===== config.mk =====
export PLATFORM = sky130hd
export DESIGN_NAME = reg_display_scanner
export DESIGN_NICKNAME = d
export VERILOG_FILES = /design/src/rtl/reg_display_scanner.sv
export SDC_FILE = /design/constraint.sdc
export NUM_CORES = 1
export LEC_CHECK = 0
export BUFFER_PORTS_ARGS = -buffer_cell sky130_fd_sc_hd__buf_4
export CAP_MARGIN = 10
export CORE_UTILIZATION = 57
export DETAILED_ROUTE_END_ITERATION = 10
export GPL_ROUTABILITY_DRIVEN = 0
export PLACE_DENSITY = 0.89
export SLEW_MARGIN = 40
export SYNTH_ARGS = -nofsm -noshare
export SYNTH_HDL_FRONTEND = slang
export SYNTH_SLANG_ARGS = --single-unit

===== constraint.sdc =====
create_clock -name clk -period 2.09 [get_ports clk]
set_input_delay 0 -clock clk [delete_from_list [all_inputs] [get_ports clk]]
set_output_delay 0 -clock clk [all_outputs]
set_load 0.02 [all_outputs]

===== src/rtl/reg_display_scanner.sv =====
// reg_display_scanner: debounced register-file viewer driving eight active-low 7-segment hex digits.
// Define REG_DISPLAY_AUTOSCAN_EN to also step the address every SCAN_CYCLES cycles.
module reg_display_scanner #(
    parameter int DEBOUNCE_CYCLES = 500000,
    parameter int SCAN_CYCLES     = 50000000
) (
    input  logic        clk,
    input  logic        reset,
    input  logic        btn_next_n,
    input  logic        btn_prev_n,
    output logic [4:0]  display_read_addr,
    input  logic [31:0] display_read_data,
    output logic [6:0]  hex0,
    output logic [6:0]  hex1,
    output logic [6:0]  hex2,
    output logic [6:0]  hex3,
    output logic [6:0]  hex4,
    output logic [6:0]  hex5,
    output logic [6:0]  hex6,
    output logic [6:0]  hex7,
    output logic [4:0]  addr_led
);
    localparam int CW = $clog2(DEBOUNCE_CYCLES);

    typedef enum logic {RELEASED, PRESSED} db_state_t;

    logic [1:0]  btn_n;
    logic [1:0]  btn_ev;
    logic [4:0]  addr_q, addr_d;
    logic [31:0] cap_q;
    logic [6:0]  hex_q [8];

    assign btn_n = {btn_prev_n, btn_next_n};

    // Empty marker block for illegal parameter values; SCAN_CYCLES matters only with auto-scan.
    if (DEBOUNCE_CYCLES < 2 || SCAN_CYCLES < 1) begin : g_bad_params
    end

    for (genvar g = 0; g < 2; g++) begin : g_btn
        logic [1:0]    sync_q;
        db_state_t     st_q, st_d;
        logic [CW-1:0] cnt_q, cnt_d;
        logic          differ, flip, ev_q;
        always_comb begin
            differ = (~sync_q[1]) != (st_q == PRESSED);
            flip   = differ && (cnt_q == CW'(DEBOUNCE_CYCLES - 1));
            st_d   = flip ? (st_q == PRESSED ? RELEASED : PRESSED) : st_q;
            cnt_d  = (!differ || flip) ? '0 : cnt_q + 1'b1;
        end
        always_ff @(posedge clk) begin
            if (!reset) begin
                sync_q <= 2'b11;
                st_q   <= RELEASED;
                cnt_q  <= '0;
                ev_q   <= 1'b0;
            end else begin
                sync_q <= {sync_q[0], btn_n[g]};
                st_q   <= st_d;
                cnt_q  <= cnt_d;
                ev_q   <= flip && (st_q == RELEASED);
            end
        end
        assign btn_ev[g] = ev_q;
    end

`ifdef REG_DISPLAY_AUTOSCAN_EN
    localparam int SW = $clog2(SCAN_CYCLES + 1);
    logic [SW-1:0] scan_q, scan_d;
    logic          scan_tc;
    always_comb begin
        scan_tc = scan_q == SW'(SCAN_CYCLES - 1);
        scan_d  = (|btn_ev || scan_tc) ? '0 : scan_q + 1'b1;
        addr_d  = (btn_ev == 2'b01) ? addr_q + 5'd1 :
                  (btn_ev == 2'b10) ? addr_q - 5'd1 :
                  (btn_ev == 2'b00 && scan_tc) ? addr_q + 5'd1 : addr_q;
    end
    always_ff @(posedge clk) begin
        if (!reset) scan_q <= '0;
        else        scan_q <= scan_d;
    end
`else
    always_comb begin
        addr_d = (btn_ev == 2'b01) ? addr_q + 5'd1 :
                 (btn_ev == 2'b10) ? addr_q - 5'd1 : addr_q;
    end
`endif

    function automatic logic [6:0] seg(input logic [3:0] v);
        case (v)
            4'h0: seg = 7'b1000000;
            4'h1: seg = 7'b1111001;
            4'h2: seg = 7'b0100100;
            4'h3: seg = 7'b0110000;
            4'h4: seg = 7'b0011001;
            4'h5: seg = 7'b0010010;
            4'h6: seg = 7'b0000010;
            4'h7: seg = 7'b1111000;
            4'h8: seg = 7'b0000000;
            4'h9: seg = 7'b0010000;
            4'hA: seg = 7'b0001000;
            4'hB: seg = 7'b0000011;
            4'hC: seg = 7'b1000110;
            4'hD: seg = 7'b0100001;
            4'hE: seg = 7'b0000110;
            default: seg = 7'b0001110;
        endcase
    endfunction

    always_ff @(posedge clk) begin
        if (!reset) begin
            addr_q <= '0;
            cap_q  <= '0;
            for (int i = 0; i < 8; i++) hex_q[i] <= 7'b1000000;
        end else begin
            addr_q <= addr_d;
            cap_q  <= display_read_data;
            for (int i = 0; i < 8; i++) hex_q[i] <= seg(cap_q[4*i +: 4]);
        end
    end

    assign display_read_addr = addr_q;
    assign addr_led          = addr_q;
    assign hex0 = hex_q[0];
    assign hex1 = hex_q[1];
    assign hex2 = hex_q[2];
    assign hex3 = hex_q[3];
    assign hex4 = hex_q[4];
    assign hex5 = hex_q[5];
    assign hex6 = hex_q[6];
    assign hex7 = hex_q[7];
endmodule


==> results.json, run 1 <==
{
  "io_pins": 102,
  "setup.worst_path.end_class": "register",
  "numCtsBuffers": 17,
  "crit_type": "in -> reg",
  "die_h_um": 115,
  "ys_seq_area_frac": 0.452,
  "required_ns": 2.40,
  "ys_ff_latch": 163,
  "die_area_um2": 13100,
  "clkSlewWorstSetupHoldPaths_ns": 0.06,
  "h-tree-depth": 4,
  "run_status": "finished clean",
  "layout_commonest_cell": "dfxtp_1",
  "hold_viol": 0,
  "grt_pass1_wl_um": 27000,
  "async_flop_share": 0,
  "fp.dieW_um": 115,
  "period_minus_slack_ns": 1.95,
  "tightest_slew_ns": 0.543,
  "finalMaxSlewViolations": 0,
  "drive_above_1_share": 0.164,
  "synth_edf_count": 0,
  "max_cap_violations": 0,
  "grt_antenna_before_repair": 0,
  "wl_um": 16400,
  "via_per_inst": 5.41,
  "dp_hpwl_um": 9810,
  "worstPathArrival_ns": 2.25,
  "p_comb_frac": 0.112,
  "clock_power_share": 0.425,
  "row_count": 40,
  "peakVddDrop_v": 0.000611,
  "skew_ns": 0.00636,
  "post-route-period-util": 0.931,
  "place_area_um2": 8120,
  "yosysWarnings": 0,
  "start_util": 0.594,
  "grt_max_degree": 55,
  "cts_root_buffer": "clkbuf_16",
  "cp-start-kind": "input port",
  "drtIter0Drc": 384,
  "design_area_um2": 9170,
  "fmax_mhz": 514,
  "setup_ws_ns": 0.145,
  "drc": 0,
  "antenna_left": 0,
  "synth.distinct_cells": 53,
  "io_buffer_count": 101,
  "switching_share": 0.240,
  "critPathMaxFanout": 5,
  "vias": 6016,
  "first_pass_iters": 5,
  "grt_setup_unrepaired": "false",
  "final_cell_mix": "163 x dfxtp_1, 112 x buf_4, 66 x nor2_1, 64 x and2_1, 63 x nand2_1",
  "yosys-top-cells-area": "dfxtp_1 45%, ha_1 9.4%, and2_1 5.5%",
  "wl_per_cell_um": 14.7,
  "syn-num-nets": 885,
  "fin_nets": 1023,
  "syn_to_final_growth_pct": 27.0,
  "yosys.area.top_type_share": 0.452,
  "core_um2": 12200,
  "cts_sinks": 163,
  "tns_ns": 0,
  "hold_path.class": "in -> reg",
  "seqPwrFrac": 0.462,
  "grt_pass1_vias": 5927,
  "p_switching_uw": 1710,
  "grt.overflow.total": 0,
  "yosysTopAreaCell": "dfxtp_1",
  "grt_usage": 0.261,
  "internal_power_uw": 5430,
  "ys.flop_type": "dfxtp_1",
  "syn_area_per_cell_um2": 9.09,
  "syn-instance-count": 794,
  "max_slew_margin": 0.638,
  "clockBufferDepth": 2,
  "report.final.setup_viol": 0,
  "antenna_cells": 0,
  "cts_tree": "done",
  "dpl_worst_slack_ns": 0.252,
  "clkLatencyLatePin_ns": 0.42,
  "p_per_area_nw_per_um2": 780,
  "static-leakage-power_uw": 0.00386,
  "synthesis.area_um2": 7220
}
## cell type report
cell class / count / area [um^2]
timing repair buffer: 159 / 1320
tap: 168 / 210
fill: 763 / 2990
sequential: 163 / 3260
multi-input combinational: 548 / 3620
clock inverter: 10 / 96.3
clock buffer: 22 / 494
inverter: 43 / 161
## path summary, 6_finish.rpt
check,slack (ns),end,startpoint,depth (start not counted)
worst max register to register,0.24,g_btn[1].cnt_q[16],g_btn[1].cnt_q[0],5
worst min register to register,0.41,g_btn[1].sync_q[1],g_btn[1].sync_q[0],1
worst max-delay path,0.14,register,display_read_data[0],9
worst min-delay path,0.03,g_btn[0].sync_q[0],reset,2
## worst max-delay path: stages
cell           delay (ns)
dlygate4sd3_1        0.55
buf_4                0.15
nand2_1              0.17
inv_1                0.11
ha_1                 0.21
nor2b_1              0.14
o21ai_0              0.16
o311ai_0             0.15
dlygate4sd3_1        0.61
## per-layer routing
layer	up-vias	global-route usage	part of all wire
met5	-	0	0
met3	50	0.0641	0.044
met2	184	0.459	0.51
met4	0	0.131	0.028
li1	2955	-	-
met1	2827	0.294	0.41
## synthesized netlist by cell type (2+ instances only)
cell and n:
a21boi_0 6, a21oi_1 45, a22o_1 6, a31oi_1 6, and2_1 64, and3_1 7
buf_1 2, buf_4 6, clkbuf_1 31, dfxtp_1 163, ha_1 54, inv_1 43
mux2_2 3, mux2i_1 11, nand2_1 63, nand2b_1 31, nand3_1 14, nand3b_1 2
nand4_1 13, nand4b_1 2, nor2_1 66, nor2b_1 14, nor3_1 9, nor4_1 13
o21a_1 10, o21ai_0 27, o22ai_1 11, o2bb2ai_1 3, o311ai_0 8, o31ai_1 2
o32ai_1 5, or4_1 2, xnor2_1 28, xor2_1 5
## per-stage QoR
stage / hold WS, ns / std cells / total power (uW) / utilization
after floorplan: 0.101 / 794 / 3800 / -
after global placement: 0.187 / 1035 / 4030 / 0.667
after detailed placement: 0.190 / 1035 / 4060 / 0.667
after CTS: 0.0150 / 1113 / 7150 / 0.754
after global routing: 0.0342 / 1113 / 7400 / 0.754
final: 0.0273 / 1113 / 7150 / 0.754
## power by group through the flow
| stage | registers (uW) | logic [uW] | clock network (uW) |
|---|---|---|---|
| final | 3300 | 802 | 3040 |
| after global routing | 3320 | 867 | 3220 |
| after CTS | 3300 | 775 | 3070 |
| after detailed placement | 3370 | 687 | 0 |
| after global placement | 3360 | 668 | 0 |
| after floorplan | 3430 | 366 | 0 |
## logic make-up (layout without fill, tap and decap cells)
logic type	after synthesis	after routing	share of synthesized area
buffers and inverters	83	234	0.0464
AO/OA/AOI/OAI	135	135	0.118
XOR/XNOR	33	33	0.0400
adder cells (fa/ha/maj)	55	55	0.0964
multiplexers	14	14	0.0199
flip-flops	163	163	0.452
AND/OR/NAND/NOR	311	311	0.227
## repair_timing
item	in CTS	in global routing
setup buffers	0	0
setup endpoints to repair	0	1
hold buffers	46	0
hold endpoints to repair	53	0
resized for setup	0	1
Note: power is estimated with default switching activity, not from simulation.
==> inputs of run 2 (changes only) <==
--- a/config.mk
+++ b/config.mk
@@ -7,10 +7,10 @@
 export LEC_CHECK = 0
 export BUFFER_PORTS_ARGS = -buffer_cell sky130_fd_sc_hd__buf_4
 export CAP_MARGIN = 10
-export CORE_UTILIZATION = 57
+export CORE_UTILIZATION = 28
 export DETAILED_ROUTE_END_ITERATION = 10
 export GPL_ROUTABILITY_DRIVEN = 0
-export PLACE_DENSITY = 0.89
+export PLACE_DENSITY = 0.55
 export SLEW_MARGIN = 40
 export SYNTH_ARGS = -nofsm -noshare
 export SYNTH_HDL_FRONTEND = slang
==> run 2 against run 1 <==
  * Worst hold slack improved by 0.020 ns
  * Cell count rose by 15%
  * Global-route usage fell by 14 points
  * Non-clock buffer count rose by 1
  * Critical path type unchanged
  * Highest routed layer unchanged
==> results.json, run 2 (same netlist as run 1, synthesis figures left out) <==
{
  "fin_nets": 1024,
  "first_pass_iters": 4,
  "io_pins": 102,
  "crit_type": "in -> reg",
  "regArea_um2": 3260,
  "via_per_inst": 4.40,
  "reg2reg_slack_ns": 0.26,
  "grt_setup_unrepaired": "false",
  "path_cells": "dlygate4sd3_1 -> buf_4 -> nand2_1 -> inv_1 -> ha_1 -> nor2b_1 -> o21ai_0 -> o311ai_0 -> dlygate4sd3_1",
  "grt_max_degree": 43,
  "io_buffer_count": 101,
  "final_cell_mix": "163 x dfxtp_1, 113 x buf_4, 66 x nor2_1, 64 x and2_1, 63 x nand2_1",
  "static-leakage-power_uw": 0.00388,
  "period_minus_slack_ns": 1.87,
  "multi_input_area_um2": 3620,
  "final_util": 0.372,
  "numCtsBuffers": 17,
  "dp_hpwl_um": 10300,
  "max_slew_margin": 0.690,
  "drive_above_1_share": 0.165,
  "vias": 5620,
  "r2r_start": "g_btn[1].ev_q",
  "worstPathArrival_ns": 2.17,
  "max_cap_violations": 0,
  "grt_pass1_vias": 5227,
  "cts_resized": 0,
  "clkSlewWorstSetupHoldPaths_ns": 0.07,
  "cp-startpoint": "display_read_data[25]",
  "drtIter0Drc": 314,
  "grt.overflow.total": 0,
  "clockBufferDepth": 2,
  "power_uw": 7250,
  "design_area_um2": 9390,
  "grt_antenna_before_repair": 1,
  "fmax_mhz": 535,
  "cts_tree": "done",
  "core_um2": 25300,
  "layout_commonest_cell": "dfxtp_1",
  "p_per_area_nw_per_um2": 772,
  "slowest_delay_ns": 0.61,
  "row_count": 58,
  "hold_viol": 0,
  "setup.worst_path.end_class": "register",
  "grt_pass1_wl_um": 25100,
  "skew_ns": 0.0104,
  "antenna_left": 0,
  "cts_root_buffer": "clkbuf_16",
  "wl_per_cell_um": 11.6,
  "finalMaxSlewViolations": 0,
  "cts_sinks": 163,
  "h-tree-depth": 4,
  "fp.dieW_um": 163,
  "tightest_slew_ns": 0.465,
  "peakVddDrop_v": 0.000428,
  "start_util": 0.286,
  "grt_usage": 0.117,
  "run_status": "finished clean",
  "place_area_um2": 8330,
  "cts_setup_buffers": 0,
  "die_h_um": 163,
  "fillers": 2554,
  "cts_hold_buf": 46,
  "drc": 0,
  "required_ns": 2.39,
  "cp_slowest_cell": "dlygate4sd3_1",
  "die_area_um2": 26400,
  "critPathMostFrequentCell": "dlygate4sd3_1",
  "cp_num_buf_inv": 4,
  "hold_path.class": "in -> reg",
  "syn_to_final_growth_pct": 30.1,
  "worstHoldStart": "display_read_data[8]",
  "cp-start-kind": "input port",
  "wl_um": 14800,
  "critPathTopFamily": "buffers and inverters",
  "tns_ns": 0,
  "report.final.setup_viol": 0,
  "critPathMaxFanout": 4,
  "post-route-period-util": 0.894,
  "clkLatencyLatePin_ns": 0.42
}
-- run 2: cell types whose count changed in the layout (fill, tap and decap cells not counted), moves of 2 or more --
cell,previous run,this run
clkinv_4,1,4
clkbuf_8,5,0
clkinvlp_4,4,0
inv_8,0,2
-- run 2: stage by stage --
stage                     setup slack, ns  hold slack, ns  instances
after global routing               0.0684          0.0463       1277
final                               0.221          0.0476       1277
after CTS                           0.258          0.0268       1276
after detailed placement            0.291           0.202       1198
after floorplan                     0.230           0.101        794
after global placement              0.310           0.188       1198
-- run 2: worst register-to-register path, delay by kind of cell, from the launching register on --
kind / cells / cell delay (ns)
AOI/OAI and AO/OA: 2 / 0.17
adders and majority gates: 2 / 0.46
buffers and inverters: 2 / 0.16
DFF: 1 / 0.30
and+or+nand+nor: 2 / 0.68
-- run 2: final cells by class --
| cell class | instances | share of cell area |
|---|---|---|
| Clock buffer | 17 | 0.0453 |
| Multi-Input combinational cell | 548 | 0.386 |
| Inverter | 43 | 0.0172 |
| Antenna cell | 1 | 0.000266 |
| Sequential cell | 163 | 0.348 |
| Tap cell | 330 | 0.0440 |
| Clock inverter | 15 | 0.0187 |
| Timing Repair Buffer | 160 | 0.142 |
-- run 2: path summary, 6_finish.rpt --
check                  endpoint  cells after the start
max reg2reg         addr_led[3]                      8
min reg2reg  g_btn[0].sync_q[1]                      1
min                    register                      4
max                    register                      9
-- run 2: where the power goes --
group | switching [uW] | internal (uW)
clock | 1380 | 1800
sequential | 35.5 | 3260
combinational | 404 | 369
-- run 2: per-layer routing --
metal  routed length (um)  global-route usage
met5                    0                   0
met4                  217              0.0425
met3                  696              0.0328
met2                 6510               0.183
met1                 7370               0.153
==> inputs of run 3 (changes only) <==
--- a/config.mk
+++ b/config.mk
@@ -10,7 +10,8 @@
 export CORE_UTILIZATION = 28
 export DETAILED_ROUTE_END_ITERATION = 10
 export GPL_ROUTABILITY_DRIVEN = 0
-export PLACE_DENSITY = 0.55
+export PLACE_DENSITY = 0.53
+export SKIP_CTS_REPAIR_TIMING = 1
 export SLEW_MARGIN = 40
 export SYNTH_ARGS = -nofsm -noshare
 export SYNTH_HDL_FRONTEND = slang
==> run 3 against run 2 <==
  * The flow now finishes with violations (hold timing)
  * Sequential share of layout area increased by 0.20 points
  * Routed wire length grew 1.4%
  * Sequential power is essentially flat
  * Critical path type unchanged
  * Largest power group unchanged
  * Clock power down 6%
  * Cell count shrank 0.16%
==> results.json, run 3 (same netlist as run 1, synthesis figures left out) <==
{
  "antenna_cells": 0,
  "drive_above_1_share": 0.167,
  "grt.overflow.total": 0,
  "reg2reg_to": "g_btn[1].cnt_q[18]",
  "p_per_area_nw_per_um2": 757,
  "grt_max_degree": 41,
  "final_util": 0.370,
  "cts_root_buffer": "clkbuf_16",
  "grt_usage": 0.114,
  "first_pass_iters": 5,
  "max_cap_violations": 0,
  "layout_commonest_cell": "dfxtp_1",
  "report.final.setup_viol": 0,
  "skew_ns": 0.00749,
  "grt.met1_usage": 0.145,
  "drc": 0,
  "start_util": 0.286,
  "fin_nets": 1024,
  "max_slew_margin": 0.662,
  "grt_pass1_vias": 5154,
  "grt_antenna_before_repair": 0,
  "syn_to_final_growth_pct": 29.3,
  "reg2reg_depth": 5,
  "tns_ns": 0,
  "fillers": 2610,
  "cp-start-kind": "input port",
  "via_per_inst": 4.44,
  "violations": "hold timing",
  "hold_depth": 3,
  "top_usage_layer": "met2",
  "clkLatencyLatePin_ns": 0.42,
  "antenna_left": 0,
  "drtIter0Drc": 280,
  "crit_type": "in -> reg",
  "cts_sinks": 163,
  "design_area_um2": 9340,
  "cp-startpoint": "display_read_data[17]",
  "cts_tree": "done",
  "tightest_slew_ns": 0.507,
  "io_pins": 102,
  "finalMaxSlewViolations": 0,
  "setup.worst_path.end_class": "register",
  "fmax_mhz": 526,
  "grt_setup_unrepaired": "false",
  "r2r_start": "g_btn[1].cnt_q[0]",
  "wl_um": 15000,
  "place_area_um2": 8340,
  "met2_usage": 0.176,
  "wl_per_cell_um": 11.8,
  "core_um2": 25300,
  "static-leakage-power_uw": 0.00386,
  "period_minus_slack_ns": 1.90,
  "numCtsBuffers": 17,
  "regArea_um2": 3260,
  "row_count": 58,
  "io_buffer_count": 101,
  "reg2reg_slack_ns": 0.28,
  "post-route-period-util": 0.910,
  "run_status": "finished, violations left",
  "hold_path.class": "in -> reg",
  "vias": 5666,
  "multi_input_area_um2": 3620,
  "grt.met3_usage": 0.0413,
  "critPathMaxFanout": 4,
  "worstHoldStart": "display_read_data[27]",
  "hold_ws_ns": -0.0209,
  "required_ns": 2.40,
  "h-tree-depth": 4,
  "peakVddDrop_v": 0.000369,
  "die_area_um2": 26400,
  "clockBufferDepth": 2,
  "die_h_um": 163,
  "grt_pass1_wl_um": 24400,
  "hold_viol": 1,
  "final_cell_mix": "163 x dfxtp_1, 117 x buf_4, 66 x nor2_1, 64 x and2_1, 63 x nand2_1",
  "fp.dieW_um": 163,
  "worstPathArrival_ns": 2.22,
  "dp_hpwl_um": 10400,
  "clkSlewWorstSetupHoldPaths_ns": 0.06
}
## run 3: cell type report
cell class                      count  share of cell area
Clock buffer                       20              0.0500
Timing Repair Buffer              160               0.140
Tap cell                          330              0.0442
Multi-Input combinational cell    548               0.388
Sequential cell                   163               0.349
Inverter                           43              0.0173
Clock inverter                     11              0.0111
## run 3: worst max path at each step
stage / endpoint / cells past startpoint
after floorplan: register / 8
after detailed placement: g_btn[1].cnt_q[18] / 5
final: register / 9
after global placement: addr_led[3] / 8
after CTS: g_btn[1].cnt_q[18] / 5
after global routing: register / 10
## run 3: worst max-delay path: stages
cell and delay (ns):
dlygate4sd3_1 0.53, buf_4 0.14, nand2_1 0.14, inv_1 0.11, ha_1 0.21, nor2b_1 0.14
o21ai_0 0.21, o311ai_0 0.15, dlygate4sd3_1 0.60
## run 3: metrics by stage
stage / power, uW / setup slack, ns / std cells / hold WS [ns]
2_1_floorplan: 3800 / 0.230 / 794 / 0.101
3_3_place_gp: 4060 / 0.326 / 1201 / 0.187
6_report: 7070 / 0.188 / 1275 / -0.0209
5_1_grt: 7430 / 0.0670 / 1275 / 0.0230
3_5_place_dp: 4060 / 0.272 / 1201 / 0.199
4_1_cts: 7120 / 0.274 / 1232 / -0.249
## run 3: layer usage
metal  part of all wire  vias up
li1                   -     2963
met1               0.48     2586
met2               0.44      101
met3              0.060       16
met4              0.014        0
met5                  0        -
## run 3: power breakdown
| group | internal [uW] | total (uW) | switching, uW |
|---|---|---|---|
| combinational | 366 | 768 | 403 |
| clock | 1730 | 3000 | 1270 |
| sequential | 3260 | 3300 | 36.4 |
| total | 5360 | 7070 | 1710 |
